<file path="src/rtl/array_serializer.sv">
`default_nettype none
// ============================================================================
// Module      : array_serializer
// Description : Transmit end of a two-wire (data + start) serial link. Holds a
//               DEPTH x WIDTH word buffer loaded through a write port and, on a
//               send request, streams every word back-to-back LSB-first on
//               serial_out with a one-cycle start marker on the first bit.
// Revision    : 1.0 - initial release
// ============================================================================
module array_serializer #(
    parameter int WIDTH = 8,
    parameter int DEPTH = 12,
    parameter int AW    = (DEPTH > 1) ? $clog2(DEPTH) : 1
) (
    input  logic             clk,
    input  logic             rst,
    input  logic             wr_en,
    input  logic [AW-1:0]    wr_addr,
    input  logic [WIDTH-1:0] wr_data,
    input  logic             send,
    output logic             busy,
    output logic             done,
    output logic             serial_out,
    output logic             start
);

    // Bit counter width; a 1-bit counter is kept even for WIDTH=1.
    localparam int BW = (WIDTH > 1) ? $clog2(WIDTH) : 1;

    localparam logic [0:0]    c_st_idle   = 1'b0;
    localparam logic [0:0]    c_st_shift  = 1'b1;
    localparam logic [BW-1:0] c_last_bit  = BW'(WIDTH - 1);
    localparam logic [AW-1:0] c_last_word = AW'(DEPTH - 1);
    localparam logic [AW:0]   c_depth     = (AW + 1)'(DEPTH);

    // ------------------------------------------------------------------
    // State, datapath and registered outputs
    // ------------------------------------------------------------------
    logic [0:0]       state_q,      state_d;
    logic [BW-1:0]    bit_cnt_q,    bit_cnt_d;
    logic [AW-1:0]    word_cnt_q,   word_cnt_d;
    logic [WIDTH-1:0] shift_q,      shift_d;
    logic [WIDTH-1:0] mem_q [DEPTH];
    logic [WIDTH-1:0] mem_d [DEPTH];
    logic             serial_out_q, serial_out_d;
    logic             start_q,      start_d;
    logic             busy_q,       busy_d;
    logic             done_q,       done_d;

    // Helper combinational wires
    logic             w_idle;
    logic             w_wr_ok;
    logic             w_accept;
    logic             w_bit_last;
    logic             w_word_last;
    logic [AW-1:0]    w_next_idx;
    logic [WIDTH-1:0] w_next_word;
    logic [WIDTH-1:0] w_word0;
    logic [WIDTH-1:0] w_shift_nxt;

    // Write qualification, frame acceptance and next-word fetch
    always_comb begin
        w_idle      = (state_q == c_st_idle);
        // Writes are only honoured while idle so a frame in flight is never
        // corrupted; out-of-range addresses are silently dropped.
        w_wr_ok     = wr_en && w_idle && ({1'b0, wr_addr} < c_depth);
        w_accept    = send && w_idle;
        w_bit_last  = (bit_cnt_q == c_last_bit);
        w_word_last = (word_cnt_q == c_last_word);
        // Index of the word that follows the current one; wraps to 0 on the
        // last word so the mux below never addresses past the buffer.
        w_next_idx  = w_word_last ? '0 : (word_cnt_q + AW'(1));
        w_next_word = '0;
        for (int i = 0; i < DEPTH; i++) begin
            if (w_next_idx == AW'(i)) begin
                w_next_word = mem_q[i];
            end
        end
        // A write to word 0 on the same edge as the send must be what goes
        // out first, so it bypasses the buffer straight into the shifter.
        w_word0     = (w_wr_ok && (wr_addr == '0)) ? wr_data : mem_q[0];
        w_shift_nxt = shift_q >> 1;
    end

    // Buffer update from the write port
    always_comb begin
        for (int i = 0; i < DEPTH; i++) begin
            mem_d[i] = mem_q[i];
            if (w_wr_ok && (wr_addr == AW'(i))) begin
                mem_d[i] = wr_data;
            end
        end
    end

    // Next-state logic: IDLE -> SHIFT on accepted send, back after last bit
    always_comb begin
        state_d = state_q;
        case (state_q)
            c_st_idle: begin
                if (w_accept) begin
                    state_d = c_st_shift;
                end
            end
            c_st_shift: begin
                if (w_bit_last && w_word_last) begin
                    state_d = c_st_idle;
                end
            end
            default: begin
                state_d = c_st_idle;
            end
        endcase
    end

    // Datapath and output decode; every output is computed one cycle ahead
    // and registered so no input reaches a pin combinationally.
    always_comb begin
        bit_cnt_d    = bit_cnt_q;
        word_cnt_d   = word_cnt_q;
        shift_d      = shift_q;
        serial_out_d = 1'b0;
        start_d      = 1'b0;
        busy_d       = 1'b0;
        done_d       = 1'b0;
        case (state_q)
            c_st_idle: begin
                if (w_accept) begin
                    shift_d      = w_word0;
                    bit_cnt_d    = '0;
                    word_cnt_d   = '0;
                    serial_out_d = w_word0[0];
                    start_d      = 1'b1;
                    busy_d       = 1'b1;
                end
            end
            c_st_shift: begin
                if (w_bit_last) begin
                    bit_cnt_d = '0;
                    if (w_word_last) begin
                        // Frame complete: one-cycle done, line returns low.
                        word_cnt_d = '0;
                        shift_d    = '0;
                        done_d     = 1'b1;
                    end else begin
                        // Next word loads on the edge ending the current
                        // word's last bit, so words are contiguous.
                        word_cnt_d   = w_next_idx;
                        shift_d      = w_next_word;
                        serial_out_d = w_next_word[0];
                        busy_d       = 1'b1;
                    end
                end else begin
                    bit_cnt_d    = bit_cnt_q + BW'(1);
                    shift_d      = w_shift_nxt;
                    serial_out_d = w_shift_nxt[0];
                    busy_d       = 1'b1;
                end
            end
            default: begin
                bit_cnt_d  = '0;
                word_cnt_d = '0;
                shift_d    = '0;
            end
        endcase
    end

    // State register with synchronous reset; reset aborts any frame at once
    always_ff @(posedge clk) begin
        if (rst) begin
            state_q      <= c_st_idle;
            bit_cnt_q    <= '0;
            word_cnt_q   <= '0;
            shift_q      <= '0;
            serial_out_q <= 1'b0;
            start_q      <= 1'b0;
            busy_q       <= 1'b0;
            done_q       <= 1'b0;
            for (int i = 0; i < DEPTH; i++) begin
                mem_q[i] <= '0;
            end
        end else begin
            state_q      <= state_d;
            bit_cnt_q    <= bit_cnt_d;
            word_cnt_q   <= word_cnt_d;
            shift_q      <= shift_d;
            serial_out_q <= serial_out_d;
            start_q      <= start_d;
            busy_q       <= busy_d;
            done_q       <= done_d;
            for (int i = 0; i < DEPTH; i++) begin
                mem_q[i] <= mem_d[i];
            end
        end
    end

    assign serial_out = serial_out_q;
    assign start      = start_q;
    assign busy       = busy_q;
    assign done       = done_q;

endmodule
`default_nettype wire
</file>
<file path="config.mk">
export PLATFORM = sky130hd
export DESIGN_NAME = array_serializer
export DESIGN_NICKNAME = d
export VERILOG_FILES = /design/src/rtl/array_serializer.sv
export SDC_FILE = /design/constraint.sdc
export NUM_CORES = 1
export LEC_CHECK = 0
export CAP_MARGIN = 20
export CORE_ASPECT_RATIO = 1.5
export CORE_UTILIZATION = 61
export DETAILED_ROUTE_END_ITERATION = 8
export PLACE_DENSITY = 0.82
export SLEW_MARGIN = 20
export SYNTH_ARGS = -nofsm -noshare
export SYNTH_HDL_FRONTEND = slang
export SYNTH_SLANG_ARGS = --single-unit
export TNS_END_PERCENT = 30
</file>
<file path="constraint.sdc">
create_clock -name clk -period 2.7 [get_ports clk]
set_clock_uncertainty 0.15 [all_clocks]
set_input_delay 0.405 -clock clk [delete_from_list [all_inputs] [get_ports clk]]
set_output_delay 0.405 -clock clk [all_outputs]
set_load 0.005 [all_outputs]
</file>
==> results_tabular.tex, run 1 <==
\begin{tabular}{lr}
\hline
Metric & Value \\
\hline
\multicolumn{2}{l}{\textbf{Yosys}} \\
\quad Mux contribution to synthesized area & 5.960\% \\
\quad Area share of the leading cell type in the synthesized netlist & 39.68\% \\
\quad Synth Warn \# & 0 \\
\quad Mean instance size in the synthesized netlist & 7.752 um2 \\
\quad Main combinational cell family by area after synthesis & compound AO/OA/AOI/OAI gates \\
\quad Post-synth EDFFs & 0 \\
\quad Post-synthesis xor/xnor area fraction & 0\% \\
\quad Number of distinct library cells after synthesis & 65 \\
\quad List of most frequent post-synthesis cells & sky130\_fd\_sc\_hd\_\_a21oi\_1 (115), sky130\_fd\_sc\_hd\_\_dfxtp\_1 (114), sky130\_fd\_sc\_hd\_\_nand2\_1 (114) \\
\quad Dominant synthesized flop cell & sky130\_fd\_sc\_hd\_\_dfxtp\_1 \\
\quad Ranking of synthesized cells by area & sky130\_fd\_sc\_hd\_\_dfxtp\_1 (40\%), sky130\_fd\_sc\_hd\_\_a21oi\_1 (10\%), sky130\_fd\_sc\_hd\_\_nand2\_1 (7.4\%) \\
\quad Arithmetic-cell share of the synthesized area counting full adders, half adders and majority gates & 1.523\% \\
\quad Post-synthesis cell count & 742 \\
\quad Sequential cell area fraction in the yosys report & 39.68\% \\
\quad Post-synthesis share of cell area spent on and, or, nand and nor gates & 21.47\% \\
\quad Most frequent cell after synthesis & sky130\_fd\_sc\_hd\_\_a21oi\_1 \\
\quad FF+latch count, synth & 114 \\
\quad Async S/R FF share, synth & 0\% \\
\quad Post-synthesis cell type with the largest combined area & sky130\_fd\_sc\_hd\_\_dfxtp\_1 \\
\quad Synthesized Nets & 765 \\
\quad Netlist area before placement & 0.005752 mm2 \\
\quad Synth Area in Compound Gates & 24.25\% \\
\multicolumn{2}{l}{\textbf{Placed design}} \\
\quad Half-perimeter wire length of the detailed placement result & 11.86 mm \\
\quad Number of buffers inserted by port buffering & 19 \\
\quad Routability congestion estimate from global placement & 0.9254 \\
\multicolumn{2}{l}{\textbf{Floorplanning}} \\
\quad I/O Pins & 20 \\
\quad Initial core utilization & 62.52\% \\
\quad FP Rows & 43 \\
\quad Floorplan Core Area & 0.009200 mm2 \\
\quad Die span in y & 120.9 um \\
\quad Die extent in x & 81.29 um \\
\quad Die outline area & 0.009829 mm2 \\
\multicolumn{2}{l}{\textbf{Layout}} \\
\quad ANT cells & 0 \\
\quad Nets & 774 \\
\quad Growth of design area from synthesis to finish & 17.27\% \\
\quad Fraction of final layout cells with drive strength greater than 1 & 12.43\% \\
\multicolumn{2}{l}{\textbf{Clocking}} \\
\quad Number of buffers inserted during clock tree synthesis & 17 \\
\quad Clock Latency Late Sink & 0.41 ns \\
\quad Clock tree from TritonCTS & built \\
\quad Post-CTS Repair Setup Buffers & 0 \\
\quad Bufs on Longest Clock Path & 2 \\
\quad TritonCTS sink count & 114 \\
\quad CTS resizes & 0 \\
\quad Root buffer selected by CTS & sky130\_fd\_sc\_hd\_\_clkbuf\_16 \\
\quad H-tree lvl count & 4 \\
\quad Clock-pin slew on the worst setup and hold paths & 0.06 ns \\
\quad Post-CTS Hold Buffers & 0 \\
\multicolumn{2}{l}{\textbf{Power}} \\
\quad Fraction of power consumed by sequential logic & 39.4\% \\
\quad Highest ir drop seen on vdd & 0.7771 mV \\
\quad Switching share of power & 21.53\% \\
\quad Total power density per cell area & 646.1 mW/mm2 \\
\quad Combinational group share of total power & 5.2\% \\
\quad Clock group share of total power & 55.4\% \\
\quad Leak pwr & 0.002319 uW \\
\quad NetSw & 938.2 uW \\
\quad Int Power & 3420 uW \\
\multicolumn{2}{l}{\textbf{Hold path}} \\
\quad Class of the worst hold path & primary input to flip-flop \\
\multicolumn{2}{l}{\textbf{Global routing}} \\
\quad Number of antenna violations at the first check in global routing & 0 \\
\quad Pin count of the biggest net entering global routing & 48 \\
\quad Global-route wire length before repair & 28.16 mm \\
\quad Number of global-route vias before repair & 5,514 \\
\quad Overflow left after global routing & 0 \\
\quad Gr usage total & 38.35\% \\
\multicolumn{2}{l}{\textbf{STA}} \\
\quad WHS & 0.1855 ns \\
\quad Number of max-slew violations in the final report & 0 \\
\quad Minimum period implied by the final worst setup slack & 2.540 ns \\
\quad Final period utilization & 94.07\% \\
\quad Sum of negative setup slack & 0 ns \\
\quad Unrepaired setup endpoints after global routing & false \\
\quad Number of failing hold endpoints at the final stage & 0 \\
\quad F\_max & 393.7 MHz \\
\quad Relative slew slack & 54.23\% \\
\quad Number of failing setup endpoints in the final timing report & 0 \\
\quad Worst-margin pin slew & 0.6828 ns \\
\multicolumn{2}{l}{\textbf{Worst setup path}} \\
\quad Kind of end point of the critical path & flip-flop \\
\quad Critical Setup Path Class & flip-flop to flip-flop \\
\quad CP Data Required Time & 2.84 ns \\
\quad Crit path arrival time & 2.68 ns \\
\quad Maximum net fanout on the critical path & 26 \\
\quad Worst Setup Start Kind & flip-flop \\
\multicolumn{2}{l}{\textbf{Job}} \\
\quad Number of maximum-capacitance violations & 0 \\
\multicolumn{2}{l}{\textbf{Drt}} \\
\quad Routed Wire Length & 17.50 mm \\
\quad Vias & 5,688 \\
\quad Average via count per standard cell & 6.493 \\
\quad Antenna violation net count after detailed routing & 0 \\
\quad DR iter-0 viols & 563 \\
\quad Routed wire per std cell & 19.98 um \\
\quad First-pass detailed-route iteration total & 7 \\
\quad DRC violations left & 0 \\
\multicolumn{2}{l}{\textbf{Outcome}} \\
\quad Status & complete, no violations \\
\hline
\end{tabular}
==> power by group through the flow <==
| stage | combinational [uW] | clock, uW | sequential (uW) |
|---|---|---|---|
| after global placement | 216 | 0 | 1750 |
| after detailed placement | 220 | 0 | 1750 |
| after CTS | 222 | 2410 | 1720 |
| after floorplan | 122 | 0 | 1750 |
| final | 226 | 2410 | 1720 |
| after global routing | 242 | 2500 | 1720 |
==> layout make-up <==
class	instances	area, um2
inverter	31	118.9
multi-input combinational	534	3084
tap	112	140.1
clock buffer	23	488.0
fill	713	2455
clock inverter	9	151.4
sequential	114	2282
timing repair buffer	53	480.5
==> final timing paths <==
| path | endpoint | startpoint | slack [ns] | cells after the start |
|---|---|---|---|---|
| worst max-delay path | serial_out$_SDFF_PP0_ | word_cnt_q[0]$_SDFFE_PP0P_ | 0.16 | 7 |
| worst min-delay path | word_cnt_q[1]$_SDFFE_PP0P_ | rst | 0.19 | 2 |
| worst max register to register | serial_out$_SDFF_PP0_ | word_cnt_q[0]$_SDFFE_PP0P_ | 0.16 | 7 |
| worst min register to register | mem_q[1][15]$_SDFFE_PP0P_ | mem_q[1][15]$_SDFFE_PP0P_ | 0.31 | 2 |
==> metal layers <==
metal | part of all wire (%) | vias up | global-route usage (%)
met1 | 38 | 2674 | 44.27
li1 | - | 2630 | -
met3 | 7.4 | 81 | 9.398
met5 | 0 | - | 0
met2 | 49 | 303 | 62.03
met4 | 6.0 | 0 | 24.00
==> layout by cell type, fill, tap and decap left out, types with 6 or more instances in the layout <==
master	n
sky130_fd_sc_hd__a21oi_1	115
sky130_fd_sc_hd__a221oi_1	13
sky130_fd_sc_hd__a22oi_1	8
sky130_fd_sc_hd__buf_4	32
sky130_fd_sc_hd__clkbuf_16	17
sky130_fd_sc_hd__clkdlybuf4s50_1	18
sky130_fd_sc_hd__dfxtp_1	114
sky130_fd_sc_hd__ha_1	6
sky130_fd_sc_hd__inv_1	27
sky130_fd_sc_hd__mux2i_1	32
sky130_fd_sc_hd__nand2_1	114
sky130_fd_sc_hd__nand3_1	70
sky130_fd_sc_hd__nor2_1	55
sky130_fd_sc_hd__o21ai_0	29
sky130_fd_sc_hd__o22ai_1	8
==> cells by family (layout without fill, tap and decap cells) <==
| group | after synthesis | after routing |
|---|---|---|
| adder cells (fa/ha/maj) | 7 | 7 |
| buffers and inverters | 94 | 116 |
| AO/OA/AOI/OAI | 222 | 222 |
| multiplexers | 33 | 33 |
| flip-flops | 114 | 114 |
| AND/OR/NAND/NOR | 272 | 272 |
==> through the flow <==
step	instances	setup slack, ns	instance area, um2	power, uW	util [%]
floorplan	742	0.6676	5752	1871	-
global placement	844	0.2792	6098	1968	66.29
detailed placement	844	0.1574	6098	1974	66.29
CTS	876	0.1546	6738	4348	73.24
global route	876	0.03200	6745	4460	73.32
finish	876	0.1600	6745	4358	73.32
==> critical path, stage by stage (launching register included) <==
cell and delay, ns:
sky130_fd_sc_hd__dfxtp_1 0.50, sky130_fd_sc_hd__ha_2 0.61, sky130_fd_sc_hd__buf_4 0.28, sky130_fd_sc_hd__o21ai_0 0.11
sky130_fd_sc_hd__o21ai_0 0.17, sky130_fd_sc_hd__o22ai_1 0.16, sky130_fd_sc_hd__a211oi_1 0.30, sky130_fd_sc_hd__o21ai_1 0.11
==> sequential cells by signal, indices dropped and copies added, names as in the netlist <==
name,flops
word_cnt_q,4
bit_cnt_q,3
start,1
done,1
shift_q,7
serial_out,1
state_q,1
mem_q,96
(Power assumes the default switching activity.)
==> inputs of run 2 (changes only) <==
--- a/config.mk
+++ b/config.mk
@@ -7,9 +7,9 @@
 export LEC_CHECK = 0
 export CAP_MARGIN = 20
 export CORE_ASPECT_RATIO = 1.5
-export CORE_UTILIZATION = 61
+export CORE_UTILIZATION = 37
 export DETAILED_ROUTE_END_ITERATION = 8
-export PLACE_DENSITY = 0.82
+export PLACE_DENSITY = 0.56
 export SLEW_MARGIN = 20
 export SYNTH_ARGS = -nofsm -noshare
 export SYNTH_HDL_FRONTEND = slang
==> run 2 against run 1 <==
Net effect: via count decreased by 3.9%; clock-buffer cell count decreased by 3; worst setup slack got worse by 0.019 ns; critical endpoint is now shift_q[1]$_SDFFE_PP0P_; first-iteration DRC count decreased by 27%; core utilization decreased by 28 points; wire length increased by 4.8%; worst hold slack improved by 0.12 ns; cell area increased by 1.4%; die area increased by 63%; largest power group unchanged.
==> results_tabular.tex, run 2 (same netlist as run 1, synthesis figures left out) <==
\begin{tabular}{lr}
\hline
Metric & Value \\
\hline
\multicolumn{2}{l}{\textbf{Worst setup path}} \\
\quad CP peak stage delay & 0.51 ns \\
\quad Worst-path cell chain & ha\_1 -> or2\_4 -> o21ai\_2 -> a21oi\_2 -> o22ai\_2 -> a211oi\_2 -> o211ai\_2 \\
\quad Kind of end point of the critical path & flip-flop \\
\quad Largest delay share family, worst path & compound AO/OA/AOI/OAI gates \\
\quad Combined buffer and inverter count along the critical path & 0 \\
\quad Maximum net fanout on the critical path & 14 \\
\quad Cell with the largest stage delay on the worst path & sky130\_fd\_sc\_hd\_\_dfxtp\_1 \\
\quad CP Data Required Time & 2.84 ns \\
\quad Worst Setup Start Kind & flip-flop \\
\quad Crit path arrival time & 2.70 ns \\
\quad Critical Setup Path Class & flip-flop to flip-flop \\
\multicolumn{2}{l}{\textbf{Clocking}} \\
\quad Root buffer selected by CTS & sky130\_fd\_sc\_hd\_\_clkbuf\_16 \\
\quad Clock-pin slew on the worst setup and hold paths & 0.06 ns \\
\quad Clock tree from TritonCTS & built \\
\quad TritonCTS sink count & 114 \\
\quad Bufs on Longest Clock Path & 2 \\
\quad Clock Latency Late Sink & 0.42 ns \\
\quad H-tree lvl count & 4 \\
\quad CTS resizes & 0 \\
\quad Number of buffers inserted during clock tree synthesis & 17 \\
\quad Post-CTS Repair Setup Buffers & 0 \\
\quad Post-CTS Hold Buffers & 0 \\
\multicolumn{2}{l}{\textbf{Floorplanning}} \\
\quad Die span in y & 154.7 um \\
\quad FP Rows & 55 \\
\quad Floorplan Core Area & 0.01514 mm2 \\
\quad Initial core utilization & 37.99\% \\
\quad Die extent in x & 103.8 um \\
\quad Die outline area & 0.01606 mm2 \\
\quad I/O Pins & 20 \\
\multicolumn{2}{l}{\textbf{Layout}} \\
\quad Design Area, Final & 0.006840 mm2 \\
\quad Growth of design area from synthesis to finish & 18.93\% \\
\quad Nets & 775 \\
\quad Flip-flop count of the largest register after layout & 96 \\
\quad Most common cell after layout, fill and taps aside & sky130\_fd\_sc\_hd\_\_a21oi\_1 \\
\quad Top reg by flops & mem\_q \\
\quad Final std cells w/o fill & 964 \\
\quad Highest-count cells in the layout ignoring fill and taps & sky130\_fd\_sc\_hd\_\_a21oi\_1 (115), sky130\_fd\_sc\_hd\_\_nand2\_1 (114), sky130\_fd\_sc\_hd\_\_dfxtp\_1 (114), sky130\_fd\_sc\_hd\_\_nand3\_1 (70), sky130\_fd\_sc\_hd\_\_nor2\_1 (55) \\
\quad Top Registers & mem\_q x96, shift\_q x7, word\_cnt\_q x4 \\
\quad Fraction of final layout cells with drive strength greater than 1 & 12.68\% \\
\quad ANT cells & 0 \\
\multicolumn{2}{l}{\textbf{STA}} \\
\quad F\_max & 390.8 MHz \\
\quad Number of failing hold endpoints at the final stage & 0 \\
\quad Unrepaired setup endpoints after global routing & false \\
\quad Worst-margin pin slew & 0.7062 ns \\
\quad Relative slew slack & 52.92\% \\
\quad Number of failing setup endpoints in the final timing report & 0 \\
\quad Sum of negative setup slack & 0 ns \\
\quad Number of max-slew violations in the final report & 0 \\
\quad Minimum period implied by the final worst setup slack & 2.559 ns \\
\quad Final period utilization & 94.77\% \\
\multicolumn{2}{l}{\textbf{Drt}} \\
\quad Amount of wire on met3 after detailed routing & 943 um \\
\quad Vias & 5,465 \\
\quad Routed Wire Length & 18.34 mm \\
\quad DRC violations left & 0 \\
\quad DR iter-0 viols & 410 \\
\quad Top Metal Used & met4 \\
\quad Routed wire per std cell & 19.02 um \\
\quad Met2 WL post-DR & 9.060 mm \\
\quad Detailed-route wire length on metal 1 & 7.364 mm \\
\quad Antenna violation net count after detailed routing & 0 \\
\quad Average via count per standard cell & 5.669 \\
\quad First-pass detailed-route iteration total & 5 \\
\multicolumn{2}{l}{\textbf{Global routing}} \\
\quad Number of global-route vias before repair & 5,242 \\
\quad Overflow left after global routing & 0 \\
\quad Pin count of the biggest net entering global routing & 62 \\
\quad Global-route wire length before repair & 28.64 mm \\
\quad Number of antenna violations at the first check in global routing & 0 \\
\quad Gr usage total & 23.28\% \\
\multicolumn{2}{l}{\textbf{Placed design}} \\
\quad Placement Cell Area & 0.006227 mm2 \\
\quad Routability congestion estimate from global placement & 0.9201 \\
\quad Half-perimeter wire length of the detailed placement result & 12.67 mm \\
\quad Number of buffers inserted by port buffering & 19 \\
\quad Cell count after placement & 932 \\
\multicolumn{2}{l}{\textbf{Power}} \\
\quad Total power density per cell area & 624.1 mW/mm2 \\
\quad Highest ir drop seen on vdd & 0.4828 mV \\
\quad Leak pwr & 0.002300 uW \\
\multicolumn{2}{l}{\textbf{Hold path}} \\
\quad Class of the worst hold path & flip-flop to flip-flop \\
\multicolumn{2}{l}{\textbf{Outcome}} \\
\quad Status & complete, no violations \\
\multicolumn{2}{l}{\textbf{Job}} \\
\quad Number of maximum-capacitance violations & 0 \\
\hline
\end{tabular}
run 2: final cells by class:
cell class	instances	area [um2]
Fill cell	1543	8299
Multi-Input combinational cell	534	3077
Sequential cell	114	2282
Timing Repair Buffer	54	500.5
Clock buffer	20	456.7
Tap cell	199	249.0
Clock inverter	12	156.4
Inverter	31	118.9
run 2: power breakdown:
| group | total (uW) | switching [uW] | internal, uW |
|---|---|---|---|
| clock | 2320 | 825 | 1500 |
| combinational | 227 | 152 | 75.4 |
| sequential | 1720 | 13.9 | 1700 |
run 2: worst paths after layout:
| path | start | to | slack, ns | cells past startpoint |
|---|---|---|---|---|
| max | word_cnt_q[0]$_SDFFE_PP0P_ | shift_q[1]$_SDFFE_PP0P_ | 0.14 | 7 |
| min | mem_q[0][21]$_SDFFE_PP0P_ | mem_q[0][21]$_SDFFE_PP0P_ | 0.31 | 2 |
| min reg2reg | mem_q[0][21]$_SDFFE_PP0P_ | mem_q[0][21]$_SDFFE_PP0P_ | 0.31 | 2 |
| max reg2reg | word_cnt_q[0]$_SDFFE_PP0P_ | shift_q[1]$_SDFFE_PP0P_ | 0.14 | 7 |
run 2: worst min-delay path: cells and delay by family (launching register included):
kind / cells / cell delay [ns]
compound gates: 1 / 0.05
flops: 1 / 0.30
simple gates: 1 / 0.05
run 2: layer usage:
layer  global-route usage, %  vias to the layer above
met5                       0                        -
met4                   13.40                        0
met3                   4.467                       59
met2                   40.54                      192
met1                   26.48                     2590
li1                        -                     2624
run 2: metrics by stage:
| step | setup slack (ns) | total power (uW) | utilization [%] | hold WS (ns) |
|---|---|---|---|---|
| 2_1_floorplan | 0.6676 | 1871 | - | 0.2861 |
| 6_report | 0.1411 | 4269 | 45.18 | 0.3056 |
| 5_1_grt | 0.002990 | 4386 | 45.18 | 0.3221 |
| 4_1_cts | 0.1676 | 4289 | 45.18 | 0.3046 |
| 3_5_place_dp | 0.1981 | 1978 | 41.13 | 0.2972 |
| 3_3_place_gp | 0.2673 | 1975 | 41.13 | 0.2935 |
==> inputs of run 3 (changes only) <==
--- a/config.mk
+++ b/config.mk
@@ -7,6 +7,7 @@
 export LEC_CHECK = 0
 export CAP_MARGIN = 20
 export CORE_ASPECT_RATIO = 1.5
+export CORE_MARGIN = 2
 export CORE_UTILIZATION = 37
 export DETAILED_ROUTE_END_ITERATION = 8
 export PLACE_DENSITY = 0.56
==> run 3 against run 2 <==
Net effect: wire length barely moved; combinational power barely moved; cell count fell by 0.10%; clock-buffer cell count rose by 3; core utilization rose by 0.099 points; largest cell class unchanged; worst setup slack improved by 0.036 ns; critical path depth rose by 2; sequential power barely moved; critical endpoint is now shift_q[3]$_SDFFE_PP0P_; largest power group unchanged; first-iteration DRC count rose by 4.9%; sequential cell count did not move.
==> results_tabular.tex, run 3 (same netlist as run 1, synthesis figures left out) <==
\begin{tabular}{lr}
\hline
Metric & Value \\
\hline
\multicolumn{2}{l}{\textbf{Clocking}} \\
\quad Post-CTS Repair Setup Buffers & 0 \\
\quad Clock Latency Late Sink & 0.41 ns \\
\quad CTS resizes & 0 \\
\quad H-tree lvl count & 4 \\
\quad TritonCTS sink count & 114 \\
\quad Clock-pin slew on the worst setup and hold paths & 0.06 ns \\
\quad Clock tree from TritonCTS & built \\
\quad Bufs on Longest Clock Path & 2 \\
\quad Root buffer selected by CTS & sky130\_fd\_sc\_hd\_\_clkbuf\_16 \\
\quad Number of buffers inserted during clock tree synthesis & 17 \\
\quad Post-CTS Hold Buffers & 0 \\
\multicolumn{2}{l}{\textbf{Layout}} \\
\quad Top reg by flops & mem\_q \\
\quad Nets & 774 \\
\quad ANT cells & 0 \\
\quad Most common cell after layout, fill and taps aside & sky130\_fd\_sc\_hd\_\_a21oi\_1 \\
\quad Highest-count cells in the layout ignoring fill and taps & sky130\_fd\_sc\_hd\_\_a21oi\_1 (115), sky130\_fd\_sc\_hd\_\_nand2\_1 (114), sky130\_fd\_sc\_hd\_\_dfxtp\_1 (114), sky130\_fd\_sc\_hd\_\_nand3\_1 (70), sky130\_fd\_sc\_hd\_\_nor2\_1 (55) \\
\quad Util after Layout & 45.28\% \\
\quad Fraction of final layout cells with drive strength greater than 1 & 12.43\% \\
\quad Growth of design area from synthesis to finish & 19.19\% \\
\quad Top Registers & mem\_q x96, shift\_q x7, word\_cnt\_q x4 \\
\quad Flip-flop count of the largest register after layout & 96 \\
\multicolumn{2}{l}{\textbf{Worst setup path}} \\
\quad CP Data Required Time & 2.85 ns \\
\quad Largest delay share family, worst path & compound AO/OA/AOI/OAI gates \\
\quad Kind of end point of the critical path & flip-flop \\
\quad Worst Setup Start Kind & flip-flop \\
\quad Maximum net fanout on the critical path & 42 \\
\quad Worst-path cell chain & inv\_1 -> ha\_1 -> buf\_12 -> inv\_1 -> nand2\_1 -> a221oi\_1 -> o22ai\_1 -> a31oi\_1 -> o21ai\_1 \\
\quad Cell with the largest stage delay on the worst path & sky130\_fd\_sc\_hd\_\_dfxtp\_1 \\
\quad Crit path arrival time & 2.67 ns \\
\quad Critical Setup Path Class & flip-flop to flip-flop \\
\quad Combined buffer and inverter count along the critical path & 3 \\
\quad Library cell appearing most often on the critical path & sky130\_fd\_sc\_hd\_\_inv\_1 \\
\quad CP peak stage delay & 0.50 ns \\
\multicolumn{2}{l}{\textbf{Placed design}} \\
\quad Pre-CTS WS & 0.2022 ns \\
\quad Half-perimeter wire length of the detailed placement result & 12.56 mm \\
\quad Number of buffers inserted by port buffering & 19 \\
\quad Routability congestion estimate from global placement & 0.9292 \\
\multicolumn{2}{l}{\textbf{STA}} \\
\quad Worst-margin pin slew & 0.6586 ns \\
\quad Number of max-slew violations in the final report & 0 \\
\quad F\_max & 396.4 MHz \\
\quad Unrepaired setup endpoints after global routing & false \\
\quad Number of failing hold endpoints at the final stage & 0 \\
\quad WHS & 0.3022 ns \\
\quad Relative slew slack & 55.63\% \\
\quad Sum of negative setup slack & 0 ns \\
\quad PnR worst setup slack & 0.1770 ns \\
\quad Number of failing setup endpoints in the final timing report & 0 \\
\quad Final period utilization & 93.44\% \\
\quad Minimum period implied by the final worst setup slack & 2.523 ns \\
\multicolumn{2}{l}{\textbf{Outcome}} \\
\quad Status & complete, no violations \\
\multicolumn{2}{l}{\textbf{Global routing}} \\
\quad Global-route wire length before repair & 28.54 mm \\
\quad Pin count of the biggest net entering global routing & 54 \\
\quad Gr usage total & 22.50\% \\
\quad Number of global-route vias before repair & 5,186 \\
\quad Number of antenna violations at the first check in global routing & 0 \\
\quad Overflow left after global routing & 0 \\
\multicolumn{2}{l}{\textbf{Floorplanning}} \\
\quad Die outline area & 0.01658 mm2 \\
\quad Initial core utilization & 37.99\% \\
\quad Floorplan Core Area & 0.01514 mm2 \\
\quad Die extent in x & 105.8 um \\
\quad I/O Pins & 20 \\
\quad FP Rows & 55 \\
\quad Die span in y & 156.7 um \\
\multicolumn{2}{l}{\textbf{Hold path}} \\
\quad Class of the worst hold path & flip-flop to flip-flop \\
\multicolumn{2}{l}{\textbf{Drt}} \\
\quad Routed wire per std cell & 19.03 um \\
\quad Average via count per standard cell & 5.673 \\
\quad DR iter-0 viols & 430 \\
\quad Vias & 5,463 \\
\quad Routed Wire Length & 18.33 mm \\
\quad DRC violations left & 0 \\
\quad First-pass detailed-route iteration total & 5 \\
\quad Antenna violation net count after detailed routing & 0 \\
\multicolumn{2}{l}{\textbf{Power}} \\
\quad Fraction of power consumed by sequential logic & 40.1\% \\
\quad Highest ir drop seen on vdd & 0.4051 mV \\
\quad NetSw & 964.0 uW \\
\quad Leak pwr & 0.002307 uW \\
\quad Int Power & 3325 uW \\
\quad Switching share of power & 22.48\% \\
\quad Total power density per cell area & 625.6 mW/mm2 \\
\quad Clock group share of total power & 54.7\% \\
\quad Combinational group share of total power & 5.2\% \\
\multicolumn{2}{l}{\textbf{Job}} \\
\quad Number of maximum-capacitance violations & 0 \\
\hline
\end{tabular}
run 3: power by group through the flow:
stage | clock [uW] | sequential [uW] | combinational (uW)
6_report | 2340 | 1720 | 225
5_1_grt | 2450 | 1720 | 240
4_1_cts | 2360 | 1720 | 225
3_5_place_dp | 0 | 1760 | 223
3_3_place_gp | 0 | 1760 | 221
2_1_floorplan | 0 | 1750 | 122
run 3: path summary, 6_finish.rpt:
path / cells past startpoint / slack, ns / to / from
setup / recovery: 9 / 0.18 / shift_q[3]$_SDFFE_PP0P_ / word_cnt_q[0]$_SDFFE_PP0P_
hold reg to reg: 2 / 0.30 / mem_q[1][4]$_SDFFE_PP0P_ / mem_q[1][4]$_SDFFE_PP0P_
hold / removal: 2 / 0.30 / mem_q[1][4]$_SDFFE_PP0P_ / mem_q[1][4]$_SDFFE_PP0P_
setup reg to reg: 9 / 0.18 / shift_q[3]$_SDFFE_PP0P_ / word_cnt_q[0]$_SDFFE_PP0P_
run 3: worst min-delay path, delay by kind of cell, from the launching register on:
family          cells  cell delay [ns]
flops               1             0.30
compound gates      1             0.05
simple gates        1             0.05
run 3: cell type report:
class,count,area (um2)
fillers,1533,8284
multi-input cells,534,3084
flip-flops and latches,114,2282
repair buffers,53,505.5
clock buffers,23,488.0
well taps,199,249.0
clock inverters,9,127.6
inverters,31,118.9
run 3: routing by layer:
metal,share of wire (%),track usage [%],vias to the layer above
met5,0,0,-
met4,4.0,11.03,0
met3,4.8,4.373,53
met2,51,39.29,199
met1,41,26.18,2589
li1,-,-,2622
run 3: metrics by stage:
| stage | area (um2) | total power (uW) | std cells |
|---|---|---|---|
| after detailed placement | 6232 | 1979 | 931 |
| after global placement | 6232 | 1976 | 931 |
| after floorplan | 5752 | 1871 | 742 |
| after CTS | 6848 | 4302 | 963 |
| final | 6855 | 4289 | 963 |
| after global routing | 6855 | 4413 | 963 |
